$ cat config.mk
export PLATFORM = sky130hd
export DESIGN_NAME = sseg_mux_n
export DESIGN_NICKNAME = d
export VERILOG_FILES = /design/src/rtl/sseg_mux_n_pkg.sv /design/src/rtl/sseg_mux_n_tick_gen.sv /design/src/rtl/sseg_mux_n.sv
export SDC_FILE = /design/constraint.sdc
export NUM_CORES = 1
export LEC_CHECK = 0
export ABC_CLOCK_PERIOD_IN_PS = 4740
export BUFFER_PORTS_ARGS = -buffer_cell sky130_fd_sc_hd__buf_4
export CAP_MARGIN = 20
export CORE_AREA = 2 2 73 75
export CTS_CLUSTER_SIZE = 8
export DETAILED_ROUTE_END_ITERATION = 16
export DIE_AREA = 0 0 75 77
export PLACE_DENSITY = 0.72
export SYNTH_ARGS = -nofsm -noshare
export SYNTH_HDL_FRONTEND = slang
export SYNTH_SLANG_ARGS = --single-unit
$ cat constraint.sdc
create_clock -name i_clk -period 4.74 [get_ports i_clk]
set_input_delay 0.237 -clock i_clk [delete_from_list [all_inputs] [get_ports i_clk]]
set_output_delay 0.237 -clock i_clk [all_outputs]
set_load 0.03 [all_outputs]
$ cat src/rtl/sseg_mux_n_pkg.sv
// Shared constants and helpers for the multiplexed seven-segment driver.
// All segment patterns are active-low, bit order {dp,g,f,e,d,c,b,a}.
package sseg_pkg;

    // Pattern that turns every segment off.
    localparam logic [7:0] SEG_BLANK_N = 8'hFF;

    // Hex digit to segment pattern, decimal point off.
    localparam logic [7:0] SEG_HEX_N [16] = '{
        8'hC0, 8'hF9, 8'hA4, 8'hB0, 8'h99, 8'h92, 8'h82, 8'hF8,
        8'h80, 8'h90, 8'h88, 8'h83, 8'hC6, 8'hA1, 8'h86, 8'h8E
    };

    // Next enabled index strictly after idx, wrapping around a 16-wide
    // enable vector. Unused digit positions must be zero-padded. Returns
    // idx itself when it is the only enabled digit and 0 when none is.
    function automatic logic [3:0] next_enabled(input logic [3:0]  idx,
                                                input logic [15:0] en);
        logic [3:0] res;
        logic [3:0] cand;
        logic       found;
        res   = '0;
        found = 1'b0;
        for (int k = 1; k <= 16; k++) begin
            cand = idx + 4'(k);
            if (!found && en[cand]) begin
                res   = cand;
                found = 1'b1;
            end
        end
        return res;
    endfunction

endpackage

$ cat src/rtl/sseg_mux_n_tick_gen.sv
// Free-running prescaler counter. o_tick is high on the clock where the
// count is all ones, i.e. the last clock of every 2**TICK_N period.
module tick_gen #(
    parameter int TICK_N = 15
) (
    input  logic              i_clk,
    input  logic              i_reset,
    output logic [TICK_N-1:0] o_count,
    output logic              o_tick
);

    // Counter wraps naturally at 2**TICK_N.
    always_ff @(posedge i_clk) begin
        if (i_reset) begin
            o_count <= '0;
        end else begin
            o_count <= o_count + 1'b1;
        end
    end

    assign o_tick = &o_count;

endmodule

$ cat src/rtl/sseg_mux_n.sv
// Time-multiplexed seven-segment driver for N_DIGITS digits in the i_clk
// domain. Each digit slot lasts 2**TICK_N clocks and opens with
// BLANK_CYCLES clocks of all-off to stop ghosting on the previous digit.
// Disabled digits are skipped at slot boundaries. Outputs are registered.
// Optional macro SSEG_MUX_DIM_EN adds a 4-bit brightness input that gates
// the display with a 16-phase PWM taken from the top of the prescaler.
module sseg_mux_n
    import sseg_pkg::*;
#(
    parameter int N_DIGITS     = 4,
    parameter int TICK_N       = 15,
    parameter int BLANK_CYCLES = 16
) (
    input  logic                     i_clk,
    input  logic                     i_reset,
    input  logic [N_DIGITS-1:0][7:0] i_in_n,
    input  logic [N_DIGITS-1:0]      i_digit_en,
`ifdef SSEG_MUX_DIM_EN
    input  logic [3:0]               i_bright,
`endif
    output logic [N_DIGITS-1:0]      o_ldsel,
    output logic [7:0]               o_sseg_n,
    output logic                     o_frame_start
);

    logic [TICK_N-1:0] r_div;
    logic              tick;
    logic [3:0]        r_idx;
    logic [15:0]       en_pad;
    logic [15:0][7:0]  in_pad;
    logic [3:0]        nxt_idx;
    logic [3:0]        low_idx;
    logic              show;

    tick_gen #(.TICK_N(TICK_N)) u_tick_gen (
        .i_clk   (i_clk),
        .i_reset (i_reset),
        .o_count (r_div),
        .o_tick  (tick)
    );

    // Pad digit inputs to 16 so a 4-bit index is always in range; absent
    // digits read as disabled and blank.
    always_comb begin
        en_pad                   = '0;
        en_pad[N_DIGITS-1:0]     = i_digit_en;
        in_pad                   = {16{SEG_BLANK_N}};
        in_pad[N_DIGITS-1:0]     = i_in_n;
    end

    // Slot scheduling: searching from the top index wraps to the lowest
    // enabled digit, which marks the start of a scan frame.
    always_comb begin
        nxt_idx = next_enabled(r_idx, en_pad);
        low_idx = next_enabled(4'd15, en_pad);
    end

    // Display gate: current digit enabled and past the blank guard.
    always_comb begin
        show = en_pad[r_idx] && (r_div >= TICK_N'(BLANK_CYCLES));
`ifdef SSEG_MUX_DIM_EN
        show = show && (r_div[TICK_N-1 -: 4] < i_bright);
`endif
    end

    // Digit index advance and registered pin drive.
    always_ff @(posedge i_clk) begin
        if (i_reset) begin
            r_idx         <= '0;
            o_ldsel       <= '0;
            o_sseg_n      <= SEG_BLANK_N;
            o_frame_start <= 1'b0;
        end else begin
            if (tick) begin
                r_idx <= nxt_idx;
            end
            o_frame_start <= tick && (|en_pad) && (nxt_idx == low_idx);
            o_ldsel       <= show ? (N_DIGITS'(1) << r_idx) : '0;
            o_sseg_n      <= show ? in_pad[r_idx] : SEG_BLANK_N;
        end
    end

endmodule

Yosys cells after proc, flatten, opt, wreduce, memory -nomap -nowiden
Index checks and enable logic that the tools add are counted.

operators by class
  divide/modulo/power cells = 0
  reductions and logical operators = 42
  add/subtract/negate cells = 16
  multiplexer cells = 71
  multipliers = 0
  magnitude comparators = 17
  bitwise gates (word level) = 1
  eq/ne operators = 1
  shift operators = 1

operators with widths
  kind                                                                count
  less-than comparator 4 x 5 -> 1 bit, second input constant          16
  two-way mux 4 bit                                                   18
  binary-select mux 1 bit (select 4 bit)                              16
  two-way mux 1 bit                                                   35
  adder 4 bit, second input constant                                  8
  binary-select mux 8 bit (select 4 bit)                              1
  logical AND 1 bit                                                   21
  logical NOT 1 bit                                                   18
  adder 4 x 3 -> 4 bit, second input constant                         4
  adder 15 x 1 -> 15 bit, second input constant                       1
  greater-or-equal comparator 15 x 5 -> 1 bit, second input constant  1
  AND reduction 15 bit                                                1
  adder 4 x 2 -> 4 bit, second input constant                         2
  two-way mux 8 bit                                                   1
  adder 4 x 1 -> 4 bit, second input constant                         1
  == test 4 bit                                                       1
  OR reduction 4 bit                                                  1
  << shifter 1 x 4 -> 4 bit, first input constant                     1
  OR reduction 2 bit                                                  1
  inverter 1 bit                                                      1

word-level totals
  register bits after elaboration = 32
  memories kept = 0
  output and inout port bits = 13
  latch bits = 0
  bits of input ports = 38
  memory bits (writable) = 0
  logic and storage cells = 154
  bits in read-only memories = 0

Logic depth before layout (Yosys ltp)
Gate-level depths: netlist of the first run.

  depth in word-level cells = 51
  gate-level depth with buffers = 15

By module
From an unflattened synthesis of the first run, not the netlist that was laid out.

second synthesis, totals
  cells, all modules = 260
  area total of the unflattened synthesis = 2354.8 µm²

modules (own cells, without submodules)
  module      cells an instance  times used  area an instance (µm²)
  sseg_mux_n  185                1           1685.4
  tick_gen    75                 1           669.4

Least setup slack after synthesis of the first run
Ideal clock, no wire load.

  path type = register to register
  from = reg r_idx[0]
  to = reg o_frame_start
  stages on the path, launching flop included = 16
  setup slack = 0.999 ns
  setup time = 0.079 ns
  data required time = 4.661 ns
  data arrival time = 3.662 ns
  path through = dfxtp_1 -> buf_6 -> buf_2 -> buf_1 -> inv_1 -> ha_1 -> clkbuf_1 -> mux4_2 -> nor4bb_4 -> a31oi_4 -> nor4b_4 -> nand3_1 -> mux2i_1 -> o22a_1 -> o31a_1 -> a211oi_2

between the ends
  word-level cells in the longest chain between the ends = 51
  elaborated cells between the ends (all ways) = 110

ends and longest elaborated chain
  item                                     line                  source
  start: declaration                       sseg_mux_n.sv:28      logic [3:0] r_idx;
  start signal: assignment                 sseg_mux_n.sv:75      r_idx <= nxt_idx;
  adder 4 x 1 -> 4 bit                     sseg_mux_n_pkg.sv:25  cand = idx + 4'(k);
  binary-select mux 1 bit (select 4 bit)   sseg_mux_n_pkg.sv:26  if (!found && en[cand]) begin
  two-way mux 1 bit (implied by the code)  sseg_mux_n_pkg.sv:26
  two-way mux 1 bit                        sseg_mux_n_pkg.sv:26
  logical NOT 1 bit                        sseg_mux_n_pkg.sv:26
  logical AND 1 bit                        sseg_mux_n_pkg.sv:26
  two-way mux 1 bit                        sseg_mux_n_pkg.sv:26
  logical NOT 1 bit                        sseg_mux_n_pkg.sv:26
  [... 35 more ...]                        n/a
  logical NOT 1 bit                        sseg_mux_n_pkg.sv:26
  logical AND 1 bit                        sseg_mux_n_pkg.sv:26
  two-way mux 1 bit                        sseg_mux_n_pkg.sv:26
  logical NOT 1 bit                        sseg_mux_n_pkg.sv:26
  logical AND 1 bit                        sseg_mux_n_pkg.sv:26
  two-way mux 4 bit *                      sseg_mux_n_pkg.sv:26
  == test 4 bit *                          sseg_mux_n.sv:77      o_frame_start <= tick && (|en_pad) && (nxt_idx == low_idx);
  logical AND 1 bit *                      sseg_mux_n.sv:77
  end signal: assignment                   sseg_mux_n.sv:77
  end: declaration                         sseg_mux_n.sv:23      output logic o_frame_start

Every way passes the cells marked *; elsewhere a longest branch is shown, timed or not. The select of a mux whose other input is x is not followed.
A chain may end at the register's enable or synchronous reset.

Worst setup path in the final report of the first run
  from = reg r_idx[2]
  to = reg o_frame_start

Same word-level chain as after synthesis.

==> impl_metrics.csv, run 1 <==
group,metric,value,unit
layout,final_layout_size_suffix_gt1_frac,0.2889,
sta,fin_setup_tns,0,ps
worst_setup_path,arrival,3470,ps
cts,cts_sinks,32,
floorplanning,die_height,77,um
floorplanning,dieArea,5775,sq um
worst_setup_path,cp_cell_sequence,"inv_1, ha_1, and4b_1, or3b_1, a31oi_4, nor4b_4, nand3_1, mux2i_1, o22a_1, o31a_1, a211oi_2",
layout,finalInstanceArea,2918,sq um
global_route,grt_use_total,0.2229,
sta,finClkSkew,5.593,ps
sta,worstMarginPinSlew,644.5,ps
cts,cts_buffer_depth,2,
route,drt-total-wl,6072,um
sta,slew_violations,0,
global_route,grt_max_degree,28,
worst_setup_path,worstPathRequired,4940,ps
cts,ctsResizeCount,0,
synth,ys_async_sr_fraction,0,
placement,gp_congestion,0.9759,
cts,clk_pin_slew_worst_paths,70,ps
floorplanning,fp.dieW,75,um
synth,yosys_warnings,0,
floorplanning,num_rows,26,
layout,layout_commonest_cell,"buf_4",
sta,fin_crit_sh,0.6895,
route,drtIter0Drc,168,
synth,synth_top_area_frac,0.2669,
worst_setup_path,crit_path_start_kind,"flop",
worst_setup_path,critical_path.max_fanout,12,
route,vias_per_cell,5.566,
synth,syn_inst,269,
sta,hold_viol,0,
synth,synth_area,2400,sq um
sta,clock.fmax,306.0,MHz
cts,numCtsBuffers,5,
placement,port_buffers,50,
global_route,grt_pass1_wl,9880,um
layout,layout_common_cells,"buf_4 (52), dfxtp_1 (32), nor2_1 (25), nand2_1 (24)",
synth,synth_cell_type_count,65,
worst_setup_path,crit_type,"flop to flop",
cts,root_buffer,"clkbuf_8",
global_route,grt_pass1_vias,2078,
cts,cts_hold_buf,0,
placement,pre_cts_ws,1493,ps
cts,post_cts_buffers,0,
synth,yosysSeqAreaShare,0.2669,
status,status,"complete, no violations",
floorplanning,initial_core_util,0.4822,
route,route.detailed.drc,0,
synth,ys_ff_latch,32,
cts,cts_tree,"done",
power_and_ir_drop,vdd_drop_max,0.0001759,V
sta,slew-limit-headroom,0.5697,
power_and_ir_drop,p_leak,1.135,nW
layout,nets,362,
cts,clock_latency,280,ps
power_and_ir_drop,power_density,201.6,nW/um^2
global_route,antenna_found_initial,0,
layout,antenna_cells,0,
placement,dp_hpwl,4657,um
sta,post-route-min-period,3268,ps
worst_hold_path,worstHoldPathType,"primary input to flop",
sta,rsz0062_at_grt,"no",
route,drtAntennaViolNets,0,
sta,setup_viol,0,
sta,final.setup.worst_slack,1472,ps
placement,postPlaceCellArea,2810,sq um
synth,yosysTopAreaCell,"dfxtp_1",
synth,syn_nets,317,
route,dr.pass1.iters,4,
worst_setup_path,slowest_delay,550,ps
synth,ys.flop_type,"dfxtp_1",
floorplanning,design.core.area,4977,sq um
synth,synth_area_leaders,"dfxtp_1 (27%), mux4_2 (11%), ha_1 (5.2%)",
layout,syn2layout_area_growth,21.59,%
worst_setup_path,critPathCaptureType,"flop",
worst_setup_path,path_buf_inv,1,
cts,htreeDepth,2,
route,wl_per_cell,15.77,um
worst_setup_path,slowest_stage,"dfxtp_1",
route,dr_total_vias,2143,
floorplanning,ios,51,
flow_run,maxCapViolCount,0,
worst_setup_path,critical_path.top_delay_family,"simple AND/OR/NAND/NOR gates",
global_route,grt.overflow.total,0,
synth,synth-edff-count,0,
synth,syn_avg_cell_area,8.921,sq um
## report_power, final
part	total, W	internal [W]	switching (W)
Clock	0.000252	0.000156	0.0000965
Sequential	0.000273	0.000271	0.00000189
Combinational	0.0000630	0.0000372	0.0000259
## metrics by stage
| stage | util | total power, W | instances | hold slack (ps) |
|---|---|---|---|---|
| 5_1_grt | 0.5862 | 0.0006147 | 385 | 280.9 |
| 3_3_place_gp | 0.5646 | 0.0003401 | 377 | 443.6 |
| 3_5_place_dp | 0.5646 | 0.0003413 | 377 | 461.0 |
| 2_1_floorplan | - | 0.0003096 | 269 | 430.0 |
| 6_report | 0.5862 | 0.0005883 | 385 | 270.2 |
| 4_1_cts | 0.5862 | 0.0005959 | 385 | 267.5 |
## logic make-up (layout without fill, tap and decap cells)
logic type / Yosys count / count (layout) / synth area share
simple gates: 111 / 111 / 0.2539
mux: 16 / 16 / 0.1293
buf+inv: 26 / 72 / 0.04692
xor+xnor: 18 / 18 / 0.06569
flops: 32 / 32 / 0.2669
fa+ha+maj: 10 / 10 / 0.05214
compound gates: 56 / 56 / 0.1851
## final timing paths
check | from | to | slack [ps] | cells past startpoint
worst min register to register | u_tick_gen.o_count[0] | u_tick_gen.o_count[0] | 470 | 1
worst max-delay path | r_idx[2] | o_frame_start | 1470 | 11
worst max register to register | r_idx[2] | o_frame_start | 1470 | 11
worst min-delay path | i_reset | u_tick_gen.o_count[0] | 270 | 2
## routing by layer
layer	share of wire	vias up	GRT usage	wire length, um
li1	-	1062	-	-
met1	0.43	1032	0.2945	2599
met2	0.52	42	0.3605	3146
met3	0.042	7	0.04993	255
met4	0.012	0	0.06250	70
met5	0	-	0	0
## synth_stat cells, drive strengths merged (4+ instances only)
| library cell | count |
|---|---|
| nand2 | 24 |
| ha | 10 |
| a21o | 4 |
| nor2b | 4 |
| inv | 12 |
| mux2i | 4 |
| and2 | 4 |
| dfxtp | 32 |
| xnor2 | 10 |
| or2 | 9 |
| nor3 | 10 |
| xor2 | 8 |
| a21oi | 8 |
| or3 | 4 |
| nand3 | 7 |
| clkbuf | 4 |
| a211oi | 4 |
| o21ai | 11 |
| and3 | 5 |
| a31oi | 4 |
| mux4 | 12 |
| buf | 10 |
| nor2 | 25 |
## area by class of cell
cell class / instances / area, sq um
flip-flops and latches: 32 / 640.6
clock buffers: 6 / 72.57
clock inverters: 2 / 35.03
multi-input cells: 211 / 1647
fillers: 467 / 2059
well taps: 70 / 87.58
inverters: 12 / 45.04
repair buffers: 52 / 390.4
## sequential cells by signal, summed over array words and instances, names as in the netlist
name / flops
o_sseg_n: 8
o_ldsel: 4
r_idx: 4
o_frame_start: 1
u_tick_gen.o_count: 15
(Power assumes the default switching activity.)
==> run 2: changes to the inputs <==
- ABC_AREA: unset -> 1
- ABC_CLOCK_PERIOD_IN_PS: 4740 -> 3100
- clock period: 4.74 -> 3.1 ns (I/O delays scaled with it)
==> run 2 against run 1 <==
- register-to-register slack got worse by 1000 ps
- sequential share of layout area rose by 0.062 points
- critical path depth is 6 higher
- combinational power grew 60%
- hold slack worse by 170 ps
- first-iteration DRC count increased by 9.5%
- die area did not move
- setup slack got worse by 1000 ps
- routed wire length decreased by 3.3%
- final area about the same
==> impl_metrics.csv, run 2 <==
group,metric,value,unit
cts,numCtsBuffers,5,
synth,synth_area_leaders,"dfxtp_1 (27%), nand2_1 (9.1%), nor2_1 (9.0%)",
synth,syn_nets,404,
cts,cts_buffer_depth,2,
synth,ys.flop_type,"dfxtp_1",
route,dr_total_vias,2435,
layout,layout_common_cells,"nand2_1 (58), nor2_1 (57), buf_4 (54), inv_1 (45)",
status,status,"complete, no violations",
cts,clk_pin_slew_worst_paths,70,ps
sta,setup_viol,0,
route,top_layer,"met4",
power_and_ir_drop,pwr-share-clk,0.428,
cts,cts_sinks,32,
route,vias_per_cell,5.116,
route,drtAntennaViolNets,0,
sta,finClkSkew,5.996,ps
floorplanning,initial_core_util,0.4786,
floorplanning,dieArea,5775,sq um
synth,yosysSeqAreaShare,0.2689,
cts,root_buffer,"clkbuf_8",
global_route,grt_pass1_vias,2283,
synth,ys_async_sr_fraction,0,
floorplanning,ios,51,
power_and_ir_drop,p_leak,1.273,nW
global_route,antenna_found_initial,0,
power_and_ir_drop,vdd_drop_max,0.0002733,V
layout,largest_reg_flops,15,
global_route,grt_use_total,0.2168,
synth,synth-edff-count,0,
layout,layout_commonest_cell,"nand2_1",
route,drtIter0Drc,184,
layout,top_register,"u_tick_gen.o_count",
floorplanning,fp.dieW,75,um
power_and_ir_drop,internal-power,0.0007043,W
sta,slew-limit-headroom,0.6013,
route,drt-total-wl,5871,um
route,dr.pass1.iters,6,
placement,gp_congestion,0.9062,
sta,slew_violations,0,
floorplanning,num_rows,26,
synth,yosys-top-cells-count,"nand2_1 (58), nor2_1 (57), inv_1 (45)",
power_and_ir_drop,power_density,310.3,nW/um^2
worst_setup_path,crit_type,"flop to flop",
synth,yosys_warnings,0,
placement,pre_cts_ws,363.4,ps
synth,synth_cell_type_count,39,
power_and_ir_drop,power_frac_seq,0.461,
worst_setup_path,arrival,2820,ps
synth,yosysTopAreaCell,"dfxtp_1",
placement,dp_hpwl,4540,um
floorplanning,die_height,77,um
layout,nets,453,
global_route,grt.overflow.total,0,
sta,fin_setup_tns,0,ps
worst_setup_path,worstPathRequired,3280,ps
route,wl_met2,2958,um
synth,syn_avg_cell_area,6.692,sq um
synth,ys_ff_latch,32,
layout,fillers,479,
route,route.detailed.drc,0,
layout,antenna_cells,0,
cts,cts_tree,"done",
route,wl_per_cell,12.33,um
sta,post-route-min-period,2640,ps
power_and_ir_drop,p_switching,0.0002002,W
route,wl_met1,2555,um
layout,final_layout_size_suffix_gt1_frac,0.2241,
route,dr_wl_met3,287,um
worst_setup_path,critPathCaptureType,"flop",
worst_hold_path,worstHoldPathType,"primary input to flop",
cts,clock_latency,280,ps
layout,largestRegisters,"u_tick_gen.o_count: 15 flops, o_sseg_n: 8 flops",
sta,fin_hold_ws,103.3,ps
synth,synth_top_area_frac,0.2689,
layout,final_core_util,0.5857,
sta,fin_crit_sh,0.8515,
synth,syn_inst,356,
sta,final.setup.worst_slack,460.3,ps
layout,syn2layout_area_growth,22.37,%
synth,synth_area,2382,sq um
power_and_ir_drop,power.share.combinational,0.111,
power_and_ir_drop,netSwitchingFraction,0.2214,
floorplanning,design.core.area,4977,sq um
sta,hold_viol,0,
global_route,grt_pass1_wl,10110,um
worst_setup_path,critical_path.max_fanout,7,
worst_setup_path,crit_path_start_kind,"flop",
sta,clock.fmax,378.8,MHz
cts,htreeDepth,2,
sta,rsz0062_at_grt,"no",
synth,synth.most_common_cell,"nand2_1",
flow_run,maxCapViolCount,0,
sta,worstMarginPinSlew,594.8,ps
power_and_ir_drop,power,0.0009045,W
placement,port_buffers,50,
global_route,grt_max_degree,30,
==> run 2: cell count changes in the layout (fill, tap and decap cells not counted), sizes merged, moves of 10 or more <==
cell,delta
xnor2,-10
inv,+39
nor2,+35
mux4,-12
nand2,+38
nand3,+28
nand4,+17
==> run 2: cells by family after synthesis <==
kind of cell	after synthesis	synth area share
adders and majority gates	10	0.05252
and+or+nand+nor	198	0.4207
AOI/OAI and AO/OA	49	0.1276
DFF	32	0.2689
buffers and inverters	63	0.1092
xor gates and xnor gates	4	0.02101
==> run 2: power groups by stage <==
stage	clock network [W]	logic [W]	registers, W
6_report	0.000387	0.000101	0.000417
5_1_grt	0.000414	0.000113	0.000417
4_1_cts	0.000394	0.000100	0.000417
3_5_place_dp	0	0.000100	0.000426
3_3_place_gp	0	0.0000995	0.000426
2_1_floorplan	0	0.0000529	0.000426
==> run 2: critical path, stage by stage (launching register included) <==
cell and delay [ps]:
dfxtp_1 360, inv_2 50, ha_1 410, inv_2 160, nand3_1 170, and2_4 190
nand3_2 120, nand4_1 110, nor2_1 210, nand4_1 110, nor2_1 140, nand3_1 80
nand3_1 100, nor2_1 50, nand3_1 80, nor2_1 60, nor2_1 90, nor2_1 50
==> run 2: path summary, 6_finish.rpt <==
check                        start               endpoint  slack, ps  depth (start not counted)
max                       r_idx[0]          o_frame_start        460                         17
min                        i_reset  u_tick_gen.o_count[0]        100                          2
max reg2reg               r_idx[0]          o_frame_start        460                         17
min reg2reg  u_tick_gen.o_count[0]  u_tick_gen.o_count[0]        460                          1
==> run 2: cell type report <==
class                           instances  area, sq um  area share
Multi-Input combinational cell        261         1481      0.5082
Sequential cell                        32        641.9      0.2202
Inverter                               51        191.4     0.06567
Clock inverter                          2        35.03     0.01202
Timing Repair Buffer                   54        405.4      0.1391
Tap cell                               70        87.58     0.03004
Clock buffer                            6        72.57     0.02489
==> run 2: timing repair <==
action / CTS / global route
gates resized for setup: 0 / 1
setup buffers: 0 / 0
hold buffers: 0 / 0
setup endpoints to repair: 0 / 1
==> run 2: routing by layer <==
layer | GRT usage | vias up
li1 | - | 1278
met1 | 0.2758 | 1092
met2 | 0.3684 | 57
met3 | 0.03548 | 8
met4 | 0.06250 | 0
met5 | 0 | -
==> run 2: per-stage QoR <==
step	cell area [sq um]	std cells
2_1_floorplan	2382	356
3_3_place_gp	2806	468
3_5_place_dp	2806	468
4_1_cts	2914	476
5_1_grt	2915	476
6_report	2915	476
==> run 3: changes to the inputs <==
- CORE_AREA: 2 2 73 75 -> 2 2 81 83
- DIE_AREA: 0 0 75 77 -> 0 0 83 85
- PLACE_DENSITY: 0.72 -> unset
- SKIP_CTS_REPAIR_TIMING: unset -> 1
==> run 3 against run 2 <==
- clock-buffer cell count shrank 1
- sequential cell count stayed put
- total power is 6.9% lower
- highest routed layer unchanged
- combinational power about the same
- critical path type unchanged
- routed wire length up 3.3%
- critical path depth increased by 3
- utilization shrank 12 points
- setup slack worse by 11 ps
==> impl_metrics.csv, run 3 (synthesis results as in run 2) <==
group,metric,value,unit
placement,dp_hpwl,4586,um
global_route,antenna_found_initial,0,
route,dr.pass1.iters,4,
worst_setup_path,critPathCaptureType,"flop",
sta,post-route-min-period,2651,ps
sta,setup_viol,0,
global_route,grt_pass1_vias,2250,
power_and_ir_drop,vdd_drop_max,0.0002239,V
sta,fin_setup_tns,0,ps
sta,clock.fmax,377.2,MHz
sta,slew_violations,0,
placement,gp_congestion,0.9315,
layout,top_register,"u_tick_gen.o_count",
floorplanning,ios,51,
sta,slew-limit-headroom,0.5817,
global_route,grt.overflow.total,0,
floorplanning,fp.dieW,83,um
placement,postPlaceCellArea,2815,sq um
sta,worstMarginPinSlew,624.0,ps
worst_setup_path,arrival,2880,ps
cts,clock_latency,290,ps
floorplanning,design.core.area,6205,sq um
cts,cts_tree,"done",
layout,finalInstanceArea,2904,sq um
flow_run,maxCapViolCount,0,
status,status,"complete, no violations",
layout,syn2layout_area_growth,21.90,%
route,route.detailed.drc,0,
worst_setup_path,crit_type,"flop to flop",
worst_setup_path,worstPathRequired,3320,ps
worst_setup_path,critical_path.max_fanout,22,
layout,fillers,627,
placement,port_buffers,50,
layout,layout_common_cells,"nand2_1 (58), nor2_1 (57), buf_4 (54), inv_1 (45)",
sta,finClkSkew,6.951,ps
layout,final_layout_size_suffix_gt1_frac,0.2266,
route,drt-total-wl,6067,um
cts,cts_buffer_depth,2,
layout,layout_commonest_cell,"nand2_1",
layout,largest_reg_flops,15,
global_route,grt_max_degree,30,
route,drtAntennaViolNets,0,
route,dr_total_vias,2429,
power_and_ir_drop,power_density,290.1,nW/um^2
worst_setup_path,crit_path_start_kind,"flop",
layout,largestRegisters,"u_tick_gen.o_count: 15 flops, o_sseg_n: 8 flops",
floorplanning,die_height,85,um
floorplanning,initial_core_util,0.3839,
cts,clk_pin_slew_worst_paths,70,ps
layout,antenna_cells,0,
route,drtIter0Drc,107,
worst_hold_path,worstHoldPathType,"primary input to flop",
route,vias_per_cell,5.029,
sta,hold_viol,0,
cts,htreeDepth,2,
cts,numCtsBuffers,5,
cts,root_buffer,"clkbuf_8",
floorplanning,dieArea,7055,sq um
sta,rsz0062_at_grt,"no",
global_route,grt_use_total,0.1804,
route,wl_per_cell,12.56,um
global_route,grt_pass1_wl,10450,um
layout,nets,453,
floorplanning,num_rows,29,
cts,cts_sinks,32,
sta,fin_crit_sh,0.8551,
power_and_ir_drop,p_leak,1.266,nW
==> run 3: cell count changes in the layout (fill, tap and decap cells not counted), sizes merged <==
cell and delta:
bufinv -1, clkinv +2, clkbuf -1
==> run 3: area by class of cell <==
type / instances / area, sq um / share of cell area
multi-input combinational: 261 / 1481 / 0.5101
sequential: 32 / 641.9 / 0.2210
timing repair buffer: 54 / 405.4 / 0.1396
inverter: 51 / 191.4 / 0.06592
tap: 77 / 96.34 / 0.03318
clock buffer: 5 / 68.82 / 0.02370
clock inverter: 3 / 18.77 / 0.006463
==> run 3: through the flow <==
step / std cells / hold WS [ps] / setup slack (ps) / power (W) / utilization
final: 483 / 98.22 / 449.1 / 0.0008425 / 0.4680
after global routing: 483 / 89.38 / 30.14 / 0.0008978 / 0.4680
after CTS: 483 / 93.12 / 313.5 / 0.0008587 / 0.4678
after detailed placement: 475 / 406.9 / 344.1 / 0.0005280 / 0.4537
after global placement: 475 / 399.0 / 299.4 / 0.0005267 / 0.4537
after floorplan: 356 / 348.4 / 235.7 / 0.0004785 / -
==> run 3: critical path: stages (launching register included) <==
cell	delay, ps
dfxtp_1	340
buf_4	270
ha_1	250
nand3_1	100
nand2_2	170
nand4_4	170
nand2_1	120
nor2_1	70
nand2_1	60
nand2_1	50
nor2_1	80
nand3_1	80
nor2_1	110
nand3_1	70
nor2_1	90
nand3_1	70
nor2_1	100
nand3_1	80
nor2_1	150
nor2_1	60
nor2_1	90
==> run 3: final timing paths <==
| check | start | to | slack, ps | cells past startpoint |
|---|---|---|---|---|
| setup / recovery | r_idx[1] | o_frame_start | 450 | 20 |
| setup reg to reg | r_idx[1] | o_frame_start | 450 | 20 |
| hold / removal | i_reset | u_tick_gen.o_count[1] | 100 | 2 |
| hold reg to reg | u_tick_gen.o_count[13] | u_tick_gen.o_count[13] | 500 | 1 |
==> run 3: report_power, final <==
| group | leakage, nW | switching (W) | internal [W] | total [W] |
|---|---|---|---|---|
| registers | 0.259 | 0.00000277 | 0.000414 | 0.000417 |
| logic | 0.959 | 0.0000497 | 0.0000518 | 0.000101 |
| clock network | 0.0479 | 0.000168 | 0.000156 | 0.000324 |
| total | 1.27 | 0.000220 | 0.000622 | 0.000843 |
==> run 3: metal layers <==
| metal | global-route usage | wire length (um) | vias up |
|---|---|---|---|
| met2 | 0.3109 | 2961 | 38 |
| li1 | - | - | 1284 |
| met3 | 0.03988 | 213 | 10 |
| met5 | 0 | 0 | - |
| met1 | 0.2277 | 2810 | 1097 |
| met4 | 0.05067 | 81 | 0 |
